## src/rtl/seg_scan_driver.sv

```systemverilog
// rtl/seg_scan_driver.sv - four-digit 7-segment scan driver for cascaded 74HC595s
// Define SEG_HEX_EN to show A-F for digit values 10-15; otherwise those digits are blank.
module seg_scan_driver #(
  parameter int CLK_DIV     = 4,
  parameter int REFRESH_DIV = 100000
) (
  input  logic        GCLK,
  input  logic        rst_n,
  input  logic [15:0] val_in,
  input  logic        val_valid,
  output logic        val_ready,
  output logic        clockPin,
  output logic        dataPin,
  output logic        latchPin,
  output logic        busy
);
  localparam int PW = (CLK_DIV > 1) ? $clog2(CLK_DIV) : 1;
  localparam int RW = (REFRESH_DIV > 1) ? $clog2(REFRESH_DIV) : 1;
  localparam logic [PW-1:0] PH_LAST = PW'(CLK_DIV - 1);
  localparam logic [RW-1:0] RF_LAST = RW'(REFRESH_DIV - 1);

  typedef enum logic [2:0] {IDLE, LOAD, SHIFT_LO, SHIFT_HI, LATCH, WAIT} state_t;

  state_t        state_q, state_d;
  logic [15:0]   active_q, active_d;
  logic [15:0]   shadow_q, shadow_d;
  logic          shadow_full_q, shadow_full_d;
  logic [15:0]   word_q, word_d;
  logic [1:0]    idx_q, idx_d;
  logic [4:0]    bit_q, bit_d;
  logic [PW-1:0] phase_q, phase_d;
  logic [RW-1:0] refresh_q, refresh_d;
  logic          clk_q, clk_d, data_q, data_d, latch_q, latch_d, busy_q, busy_d;
  logic [15:0]   shown;
  logic [3:0]    nibble;

  function automatic logic [7:0] seg_decode(input logic [3:0] v);
    case (v)
      4'h0: seg_decode = 8'hC0;
      4'h1: seg_decode = 8'hF9;
      4'h2: seg_decode = 8'hA4;
      4'h3: seg_decode = 8'hB0;
      4'h4: seg_decode = 8'h99;
      4'h5: seg_decode = 8'h92;
      4'h6: seg_decode = 8'h82;
      4'h7: seg_decode = 8'hF8;
      4'h8: seg_decode = 8'h80;
      4'h9: seg_decode = 8'h90;
`ifdef SEG_HEX_EN
      4'hA: seg_decode = 8'h88;
      4'hB: seg_decode = 8'h83;
      4'hC: seg_decode = 8'hC6;
      4'hD: seg_decode = 8'hA1;
      4'hE: seg_decode = 8'h86;
      4'hF: seg_decode = 8'h8E;
`endif
      default: seg_decode = 8'hFF;
    endcase
  endfunction

  always_comb begin
    state_d       = state_q;
    active_d      = active_q;
    shadow_d      = shadow_q;
    shadow_full_d = shadow_full_q;
    word_d        = word_q;
    idx_d         = idx_q;
    bit_d         = bit_q;
    phase_d       = phase_q;
    refresh_d     = (refresh_q == RF_LAST) ? refresh_q : refresh_q + 1'b1;
    shown         = active_q;
    nibble        = 4'h0;

    if (val_valid && !shadow_full_q) begin
      shadow_d      = val_in;
      shadow_full_d = 1'b1;
    end

    case (state_q)
      IDLE: state_d = LOAD;
      LOAD: begin
        // New values only take effect at digit 0 so a frame set never mixes two values.
        if (idx_q == 2'd0 && shadow_full_q) begin
          shown         = shadow_q;
          active_d      = shadow_q;
          shadow_full_d = 1'b0;
        end
        nibble  = shown[{idx_q, 2'b00} +: 4];
        word_d  = {seg_decode(nibble), 4'hF, ~(4'b0001 << idx_q)};
        bit_d   = 5'd0;
        phase_d = '0;
        state_d = SHIFT_LO;
      end
      SHIFT_LO: begin
        if (phase_q == PH_LAST) begin
          phase_d = '0;
          state_d = SHIFT_HI;
        end else begin
          phase_d = phase_q + 1'b1;
        end
      end
      SHIFT_HI: begin
        if (phase_q == PH_LAST) begin
          phase_d = '0;
          word_d  = {word_q[14:0], 1'b0};
          bit_d   = bit_q + 1'b1;
          state_d = (bit_q == 5'd15) ? LATCH : SHIFT_LO;
        end else begin
          phase_d = phase_q + 1'b1;
        end
      end
      LATCH: begin
        if (phase_q == PH_LAST) begin
          phase_d = '0;
          state_d = WAIT;
        end else begin
          phase_d = phase_q + 1'b1;
        end
      end
      WAIT: begin
        if (refresh_q == RF_LAST) begin
          idx_d   = idx_q + 1'b1;
          state_d = LOAD;
        end
      end
      default: state_d = IDLE;
    endcase

    // The refresh period is measured from each LOAD; it saturates if the frame outlasts it.
    if (state_d == LOAD) refresh_d = '0;

    // Pins are registered copies of what the next state drives.
    clk_d   = (state_d == SHIFT_HI);
    latch_d = (state_d == LATCH);
    data_d  = (state_d == SHIFT_LO || state_d == SHIFT_HI) ? word_d[15] : 1'b0;
    busy_d  = (state_d inside {LOAD, SHIFT_LO, SHIFT_HI, LATCH});
  end

  always_ff @(posedge GCLK or negedge rst_n) begin
    if (!rst_n) begin
      state_q       <= IDLE;
      active_q      <= '0;
      shadow_q      <= '0;
      shadow_full_q <= 1'b0;
      word_q        <= '0;
      idx_q         <= '0;
      bit_q         <= '0;
      phase_q       <= '0;
      refresh_q     <= '0;
      clk_q         <= 1'b0;
      data_q        <= 1'b0;
      latch_q       <= 1'b0;
      busy_q        <= 1'b0;
    end else begin
      state_q       <= state_d;
      active_q      <= active_d;
      shadow_q      <= shadow_d;
      shadow_full_q <= shadow_full_d;
      word_q        <= word_d;
      idx_q         <= idx_d;
      bit_q         <= bit_d;
      phase_q       <= phase_d;
      refresh_q     <= refresh_d;
      clk_q         <= clk_d;
      data_q        <= data_d;
      latch_q       <= latch_d;
      busy_q        <= busy_d;
    end
  end

  assign val_ready = !shadow_full_q;
  assign clockPin  = clk_q;
  assign dataPin   = data_q;
  assign latchPin  = latch_q;
  assign busy      = busy_q;
endmodule
```

## config.mk

```make
export PLATFORM = sky130hd
export DESIGN_NAME = seg_scan_driver
export DESIGN_NICKNAME = d
export VERILOG_FILES = /design/src/rtl/seg_scan_driver.sv
export SDC_FILE = /design/constraint.sdc
export NUM_CORES = 1
export LEC_CHECK = 0
export CAP_MARGIN = 20
export CORE_MARGIN = 5
export CORE_UTILIZATION = 55
export CTS_CLUSTER_DIAMETER = 200
export CTS_CLUSTER_SIZE = 20
export DETAILED_ROUTE_END_ITERATION = 8
export GPL_TIMING_DRIVEN = 0
export PLACE_DENSITY = 0.77
export SYNTH_ARGS = -nofsm -noshare
export SYNTH_HDL_FRONTEND = slang
export SYNTH_SLANG_ARGS = --single-unit
```

## constraint.sdc

```tcl
create_clock -name GCLK -period 5.8 [get_ports GCLK]
set_clock_uncertainty 0.2 [all_clocks]
set_input_delay 1.74 -clock GCLK [delete_from_list [all_inputs] [get_ports GCLK]]
set_output_delay 1.74 -clock GCLK [all_outputs]
set_load 0.005 [all_outputs]
```

== Yosys cells after proc, flatten, opt, wreduce, memory -nomap -nowiden ==
Memory sizes are Yosys's and may differ from the RTL's.
Cells that the tools add are included.

* Input port bits: 19
* Memories: 1
* Bits in read-only memories: 112
* Word-level logic and storage cells: 68
* Output and inout bits: 5
* Register bits: 82

* Multiplexer cells: 20
* Bitwise gates (word level): 1
* Add/subtract/negate cells: 4
* Reduce and logical (&&, ||, !) cells: 12
* Shift-type cells: 2
* Equal/unequal tests: 14

{| class="wikitable"
|+ Memory list
! memory !! depth !! bits a word !! read ports !! clocked after memory_dff !! write ports !! line !! source
|-
| (name not given) || 16 || 7 || 1 || 0 || 0 || 38 || <nowiki>case (v)</nowiki>
|}

{| class="wikitable"
|+ Operators with widths
! operator !! count
|-
| $mux 16 || 3
|-
| $mux 17 || 2
|-
| $pmux 16 s2 || 1
|-
| $pmux 3 s6 || 1
|-
| $add 17x1->17 const B || 1
|-
| $eq 17x17->1 const B || 1
|-
| $shiftx 16x5->4 || 1
|-
| $mux 3 || 5
|-
| $eq 3x2->1 const B || 4
|-
| $pmux 5 s2 || 1
|-
| $eq 3x3->1 const B || 3
|-
| $eq 3x1->1 const B || 2
|-
| $add 5x1->5 const B || 1
|-
| $eq 5x4->1 const B || 1
|-
| $mux 5 || 1
|-
| $add 2x1->2 const B || 2
|-
| $mux 1 || 4
|-
| $not 4->4 || 1
|-
| $pmux 2 s2 || 1
|-
| $reduce_and 2->1 || 2
|-
| $reduce_bool 2->1 || 2
|-
| $reduce_bool 4->1 || 1
|-
| $shl 1x2->4 const A || 1
|-
| $logic_not 3->1 || 1
|-
| 9 further kinds || 10
|}

== Depth between registers and ports, before layout ==
Gate-level depths: netlist of the first run.
An unclocked memory read counts as a cell.

* Depth after elaboration: 8
* Gate-level depth with buffers: 12
* Mapped depth without buffers: 10

== Worst setup path before layout of the first run ==
Ideal clock, no wire load.

* Path kind: input to register
* From: input val_valid
* To: register shadow_q[10]
* Data arrival time: 2.820 ns
* Cell stages on the path: 4
* Path slack: 2.656 ns
* Setup time: 0.125 ns
* Buffers on the path: 2
* Path through: nor2b_1 > clkbuf_1 > buf_1 > mux2_2

* Word-level cells in the longest chain between the ends: 1

{| class="wikitable"
|+ RTL lines
! element !! line !! source
|-
| start, declared || 10 || <nowiki>input logic val_valid,</nowiki>
|-
| $logic_and 1x1->1 || 74 || <nowiki>if (val_valid && !shadow_full_q) begin</nowiki>
|-
| end signal, assigned || 157 || <nowiki>shadow_q <= shadow_d;</nowiki>
|-
| end, declared || 26 || <nowiki>logic [15:0] shadow_q, shadow_d;</nowiki>
|}

Every way passes these cells.
A chain may end at the register's enable or synchronous reset.

== Worst setup path after layout of the first run ==
* From: register idx_q[1]
* To: register word_q[13]

* Word-level cells in the longest chain between the ends: 7

{| class="wikitable"
|+ RTL lines
! element !! line !! source
|-
| start, declared || 29 || <nowiki>logic [1:0] idx_q, idx_d;</nowiki>
|-
| start signal, assigned || 160 || <nowiki>idx_q <= idx_d;</nowiki>
|-
| $logic_not 2->1 || 83 || <nowiki>if (idx_q == 2'd0 && shadow_full_q) begin</nowiki>
|-
| $logic_and 1x1->1 || 83 ||
|-
| $mux 16 || - ||
|-
| $mux 16 || 79 || <nowiki>case (state_q)</nowiki>
|-
| $shiftx 16x5->4 * || 88 || <nowiki>nibble = shown[{idx_q, 2'b00} +: 4];</nowiki>
|-
| $mem_v2 16x7 * || - ||
|-
| $pmux 16 s2 * || 79 ||
|-
| end signal, assigned || 159 || <nowiki>word_q <= word_d;</nowiki>
|-
| end, declared || 28 || <nowiki>logic [15:0] word_q, word_d;</nowiki>
|}

Mark *: on every way between the ends. The rest lies on a longest branch, timed or not. The select of a mux whose other input is x is not followed.

==> metrics.txt, run 1 <==
status=finished clean; max_cap viols=0; ANT nets after route=0; Wirelength per Cell=15.0 microns; power per cell area=244 nW/um^2; CP Max Fanout=10; Synth top area share=49.7%; Max transition margin=48.2%; Die ar.=9340 sq um; count of hold-fix buffers inserted at cts=0; initial antenna violation count=0; worst-case vdd ir drop=0.000158 V; post-CTS sizing=0; final wirelength=7290 microns; Syn Nets=381; row cnt=31; fin cells=487; WS Path Type=reg -> reg; Final HPWL DP=5230 microns; Die W=96.7 microns; Num Clock Sinks=82; max incr delay on CP=0.54 ns; Worst-path clk slew=0.09 ns; area of the multi-input gates=1960 sq um; synth warn=0; grt total ovfl=0; sequential area share after synthesis=49.7%; arrival time worst endpoint=3.72 ns; Via Count=2,704; synth top area cells=dfrtp_1, mux2_2, mux4_2; initial drt markers=58; WP data required=5.83 ns; Die Height=96.7 microns; Netlist cell types=50; most frequent cell after synthesis=dfrtp_1; worst-case reg-to-reg path depth=11; CP endpoint kind=flop; EDFF count, synth=0; register area=2050 sq um; Startpoint Class=flop; Clk Latency, worst-skew pair=0.36 ns; Antenna diodes=0; endpoints failing setup=0; Period Utilization, post-route=63.6%; R2R Setup Slk=2.11 ns; clock period minus worst slack=3.69 ns; CP startpoint=idx_q[1]; vias in the first global route=2,771; largest net degree at the start of global routing=56; GRT Util Overall=16.8%; hold_sp=word_q[0]; design area=4710 sq um; terminus of the critical flop-to-flop path=word_q[13]; Setup Buffers After CTS=0; Pins Over Slew Limit=0; Max Freq=271 MHz; fin nets=416; Async S/R FF share, synth=100%; CP Cell Sequence=buf_4 > buf_4 > inv_1 > ha_1 > nand2_2 > mux4_2 > mux2i_1 > inv_1 > ha_1 > a211oi_1 > o21ai_0; DP Area=4510 sq um; DRC errors left=0; Hold Violations, Final=0; hold depth=2; Filler cells=604; Syn Area/Cell=11.9 sq um; share of cells above drive strength 1=20.6%; CTS tree=yes; I/O Buffers=23; synthesized instance count=348; first-pass GRT wire length=13,000 microns; leading cell types by count after synthesis=dfrtp_1, mux2_2, nor2_1; synthesized area=4130 sq um; TritonCTS Buffers=9; Core Footprint=7290 sq um; Static Leak=2.06 nW; r2r startpoint=idx_q[1]; Primary FF master, synth=dfrtp_1; gpl congestion=0.815; Crit-path slowest cell=mux4_2; largest area contributor in the netlist=dfrtp_1; Pre-antenna DRT Iters=4; Initial Util=56.6%; number of H-tree levels=3; Yosys reg bits=82; DR vias/cell=5.55; placed cell count=471; Worst-Margin Slew=0.775 ns; min-delay worst type=reg -> reg; Root Buffer=clkbuf_8; worst min-delay path endpoint=word_q[0]; I/O Pins=24; CTS max path bufs=2; RSZ-0062 raised after global routing=false; synthesis-to-finish area growth=14.1%
[cell usage in the layout, fill, tap and decap left out, types with 9 or more instances in the layout]
master / n
o21ai_0: 16
nand2_1: 17
nor2_1: 31
inv_1: 10
ha_1: 14
dfrtp_1: 82
xor2_1: 11
nand3_1: 10
mux2i_1: 13
clkdlybuf4s50_1: 22
clkbuf_8: 9
mux2_2: 40
[critical path: cells and delay by family (launching register included)]
family | cells | cell delay (ns)
mux | 2 | 0.99
compound gates | 2 | 0.32
flops | 1 | 0.46
fa+ha+maj | 2 | 0.51
simple gates | 1 | 0.26
buf+inv | 4 | 0.82
[cell type report]
type	instances	area share [%]
multi-input cells	242	41.6
plain buffers	13	1.62
well taps	99	2.63
flip-flops and latches	82	43.5
clock inverters	7	1.67
repair buffers	24	5.42
inverters	11	0.876
clock buffers	9	2.63
[report_power, final]
part           leakage, nW  total, W  internal, W  switching [W]
Clock               0.0921  0.000422     0.000202       0.000221
Combinational        0.968  0.000107    0.0000607      0.0000459
Sequential            1.00  0.000621     0.000600      0.0000216
[worst max path at each step]
stage / end / slack, ns / depth (start not counted)
floorplan: shadow_q[10] / 2.66 / 4
global placement: shadow_q[13] / -0.10 / 1
detailed placement: shadow_q[9] / 1.85 / 5
CTS: word_q[13] / 2.06 / 11
global route: word_q[13] / 1.81 / 11
finish: word_q[13] / 2.11 / 11
[routing by layer]
| layer | vias to the layer above | track usage, % | part of all wire (%) |
|---|---|---|---|
| li1 | 1324 | - | - |
| met1 | 1340 | 23.1 | 49 |
| met2 | 30 | 26.2 | 47 |
| met3 | 10 | 3.02 | 2.5 |
| met4 | 0 | 7.13 | 1.5 |
| met5 | - | 0 | 0 |
[cells by family (layout without fill, tap and decap cells)]
| family | after synthesis | after routing | share of synthesized area [%] |
|---|---|---|---|
| compound gates | 55 | 55 | 8.79 |
| mux | 62 | 62 | 18.8 |
| xor+xnor | 18 | 18 | 3.82 |
| simple gates | 93 | 93 | 11.8 |
| fa+ha+maj | 14 | 14 | 4.24 |
| buf+inv | 24 | 64 | 2.85 |
| flops | 82 | 82 | 49.7 |
[metrics by stage]
step                TNS [ns]  power (W)  utilization, %  hold slack (ns)  worst slack, ns
finish                     0    0.00115            64.6            0.291             2.11
global route               0    0.00120            64.6            0.317             1.81
CTS                        0    0.00116            64.6            0.296             2.06
detailed placement         0   0.000740            61.8            0.276             1.85
global placement       -7.74   0.000732            61.5            0.267           -0.101
floorplan                  0   0.000693               -            0.250             2.66
[state kept, by name, summed over array words and instances, names as in the netlist, 2 cells and up]
register	cells
idx_q	2
refresh_q	17
word_q	16
state_q	3
shadow_q	16
active_q	16
bit_q	5
phase_q	2
Power figures use the tool's default switching activity.
==> inputs of run 2 (changes only) <==
- clock period: 5.8 -> 3.5 ns (I/O delays scaled with it)
==> metrics.txt, run 2 (same netlist as run 1, synthesis figures left out) <==
endpoints failing setup=0 (unchanged); Pre-antenna DRT Iters=4 (unchanged); Max transition margin=49.9% (+1.7 points); row cnt=31 (unchanged); worst-case vdd ir drop=0.000360 V (+130%); Wirelength per Cell=15.2 microns (+1.2%); Clk Latency, worst-skew pair=0.36 ns (about the same); register area=2050 sq um (about the same); CTS tree=yes; Core Footprint=7290 sq um (unchanged); worst min-delay path endpoint=word_q[15]; placed cell count=471 (unchanged); vias in the first global route=2,770 (-0.036%); fin cells=491 (+0.82%); design area=4780 sq um (+1.4%); WP data required=3.53 ns (-2.30 ns); Clock power frac=36.6% (about the same); Filler cells=591 (-2.2%); Initial Util=56.6% (unchanged); fin nets=420 (+0.96%); initial drt markers=61 (+5.2%); internal power=0.00143 W (+66%); Die Height=96.7 microns (unchanged); Most flops, register=refresh_q; total power=0.00192 W (+67%); CP Cell Sequence=buf_4 > buf_4 > inv_1 > ha_1 > nand2_4 > mux4_2 > mux2i_4 > ha_1 > o21ai_0 > a21boi_0 > o21ai_0; Place WS=-0.207 ns (-2.06 ns); Max Freq=300 MHz (+11%); Worst-Margin Slew=0.749 ns (-0.0256 ns); grt total ovfl=0 (unchanged); Static Leak=2.08 nW (+0.63%); share of cells above drive strength 1=22.4% (+1.8 points); Die W=96.7 microns (unchanged); commonest non-fill, non-tap cell in the layout=dfrtp_1; Via Count=2,709 (+0.18%); DR vias/cell=5.52 (-0.63%); arrival time worst endpoint=3.37 ns (-0.35 ns); Hold Violations, Final=0 (unchanged); max_cap viols=0 (unchanged); gpl congestion=0.815 (unchanged); Switching Share=25.2% (+0.15 points); max incr delay on CP=0.56 ns (+0.02 ns); Root Buffer=clkbuf_8; most frequent cells in the layout=dfrtp_1, mux2_2, nor2_1; Startpoint Class=flop; WS Path Type=reg -> reg; number of H-tree levels=3 (unchanged); Crit-path slowest cell=mux4_2; CP Max Fanout=10 (unchanged); area of the multi-input gates=1990 sq um (+1.5%); Pins Over Slew Limit=0 (unchanged); sw power=0.000483 W (+68%); hold_sp=word_q[15]; DRC errors left=0 (unchanged); ANT nets after route=0 (unchanged); first-pass GRT wire length=13,000 microns (+0.22%); Antenna diodes=0 (unchanged); Final HPWL DP=5230 microns (unchanged); Comb power frac=9.7% (+0.4 points); GRT Util Overall=16.8% (+0.049 points); worst-case reg-to-reg path depth=11 (unchanged); Die ar.=9340 sq um (unchanged); initial antenna violation count=0 (unchanged); terminus of the critical flop-to-flop path=word_q[9]; sequential share of power=53.8% (-0.2 points); power per cell area=401 nW/um^2 (+64%); Period Utilization, post-route=95.3% (+32 points); largest net degree at the start of global routing=56 (unchanged); synthesis-to-finish area growth=15.7%; r2r startpoint=idx_q[1]; R2R Setup Slk=0.16 ns (-1.94 ns); clock period minus worst slack=3.34 ns (-0.356 ns); Num Clock Sinks=82 (unchanged); final wirelength=7440 microns (+2.1%); DP Area=4510 sq um (unchanged); min-delay worst type=reg -> reg; status=finished clean; Worst-path clk slew=0.09 ns (about the same); hold depth=2 (unchanged); I/O Pins=24 (unchanged); CTS max path bufs=2 (unchanged); I/O Buffers=23 (unchanged); TritonCTS Buffers=9 (unchanged); setup ws final=0.165 ns (-1.94 ns); max FFs per register=17 (unchanged); CP endpoint kind=flop
## run 2: layer usage
layer  vias to the layer above  share of wire (%)  global-route usage (%)
met2                        35                 47                    26.2
li1                       1327                  -                       -
met1                      1336                 48                    23.3
met3                        11                3.0                    3.02
met5                         -                  0                       0
met4                         0                1.7                    7.13
## run 2: worst max-delay path, delay by kind of cell (launching register included)
family | cells | cell delay (ns)
multiplexers | 2 | 0.82
buffers and inverters | 3 | 0.56
adder cells (fa/ha/maj) | 2 | 0.54
AO/OA/AOI/OAI | 3 | 0.49
flip-flops | 1 | 0.43
AND/OR/NAND/NOR | 1 | 0.16
## run 2: final cells by class
type	count	share of cell area [%]
flip-flops and latches	82	43.0
clock inverters	7	1.65
repair buffers	28	5.97
plain buffers	13	1.60
well taps	99	2.59
clock buffers	9	2.59
multi-input cells	242	41.7
inverters	11	0.943
## run 2: how the worst max path moves through the flow
stage | startpoint | slack [ns] | end | cells after the start
finish | idx_q[1] | 0.16 | word_q[9] | 11
global route | idx_q[1] | -0.01 | word_q[9] | 11
CTS | idx_q[1] | 0.02 | word_q[9] | 11
detailed placement | idx_q[1] | -0.21 | word_q[9] | 11
global placement | rst_n | -1.71 | shadow_q[13] | 1
floorplan | idx_q[1] | 0.40 | word_q[8] | 12
## run 2: timing repair
action	in CTS	in global routing
hold buffers	0	0
resized for setup	3	4
buffers inserted	0	4
endpoints found under the setup margin	7	6
gates cloned	0	0
pin swaps	0	1
## run 2: power by group through the flow
stage	logic [W]	registers, W	clock network, W
final	0.000185	0.00103	0.000700
after global routing	0.000206	0.00104	0.000756
after CTS	0.000182	0.00103	0.000708
after floorplan	0.000114	0.00104	0
after detailed placement	0.000178	0.00105	0
after global placement	0.000169	0.00104	0
## run 2: metrics by stage
stage                     hold slack (ns)  utilization (%)  TNS, ns
after global routing                0.317             65.5  -0.0124
final                               0.290             65.5        0
after global placement              0.267             61.5  -140.06
after floorplan                     0.250                -        0
after detailed placement            0.276             61.8   -0.973
after CTS                           0.296             64.8        0
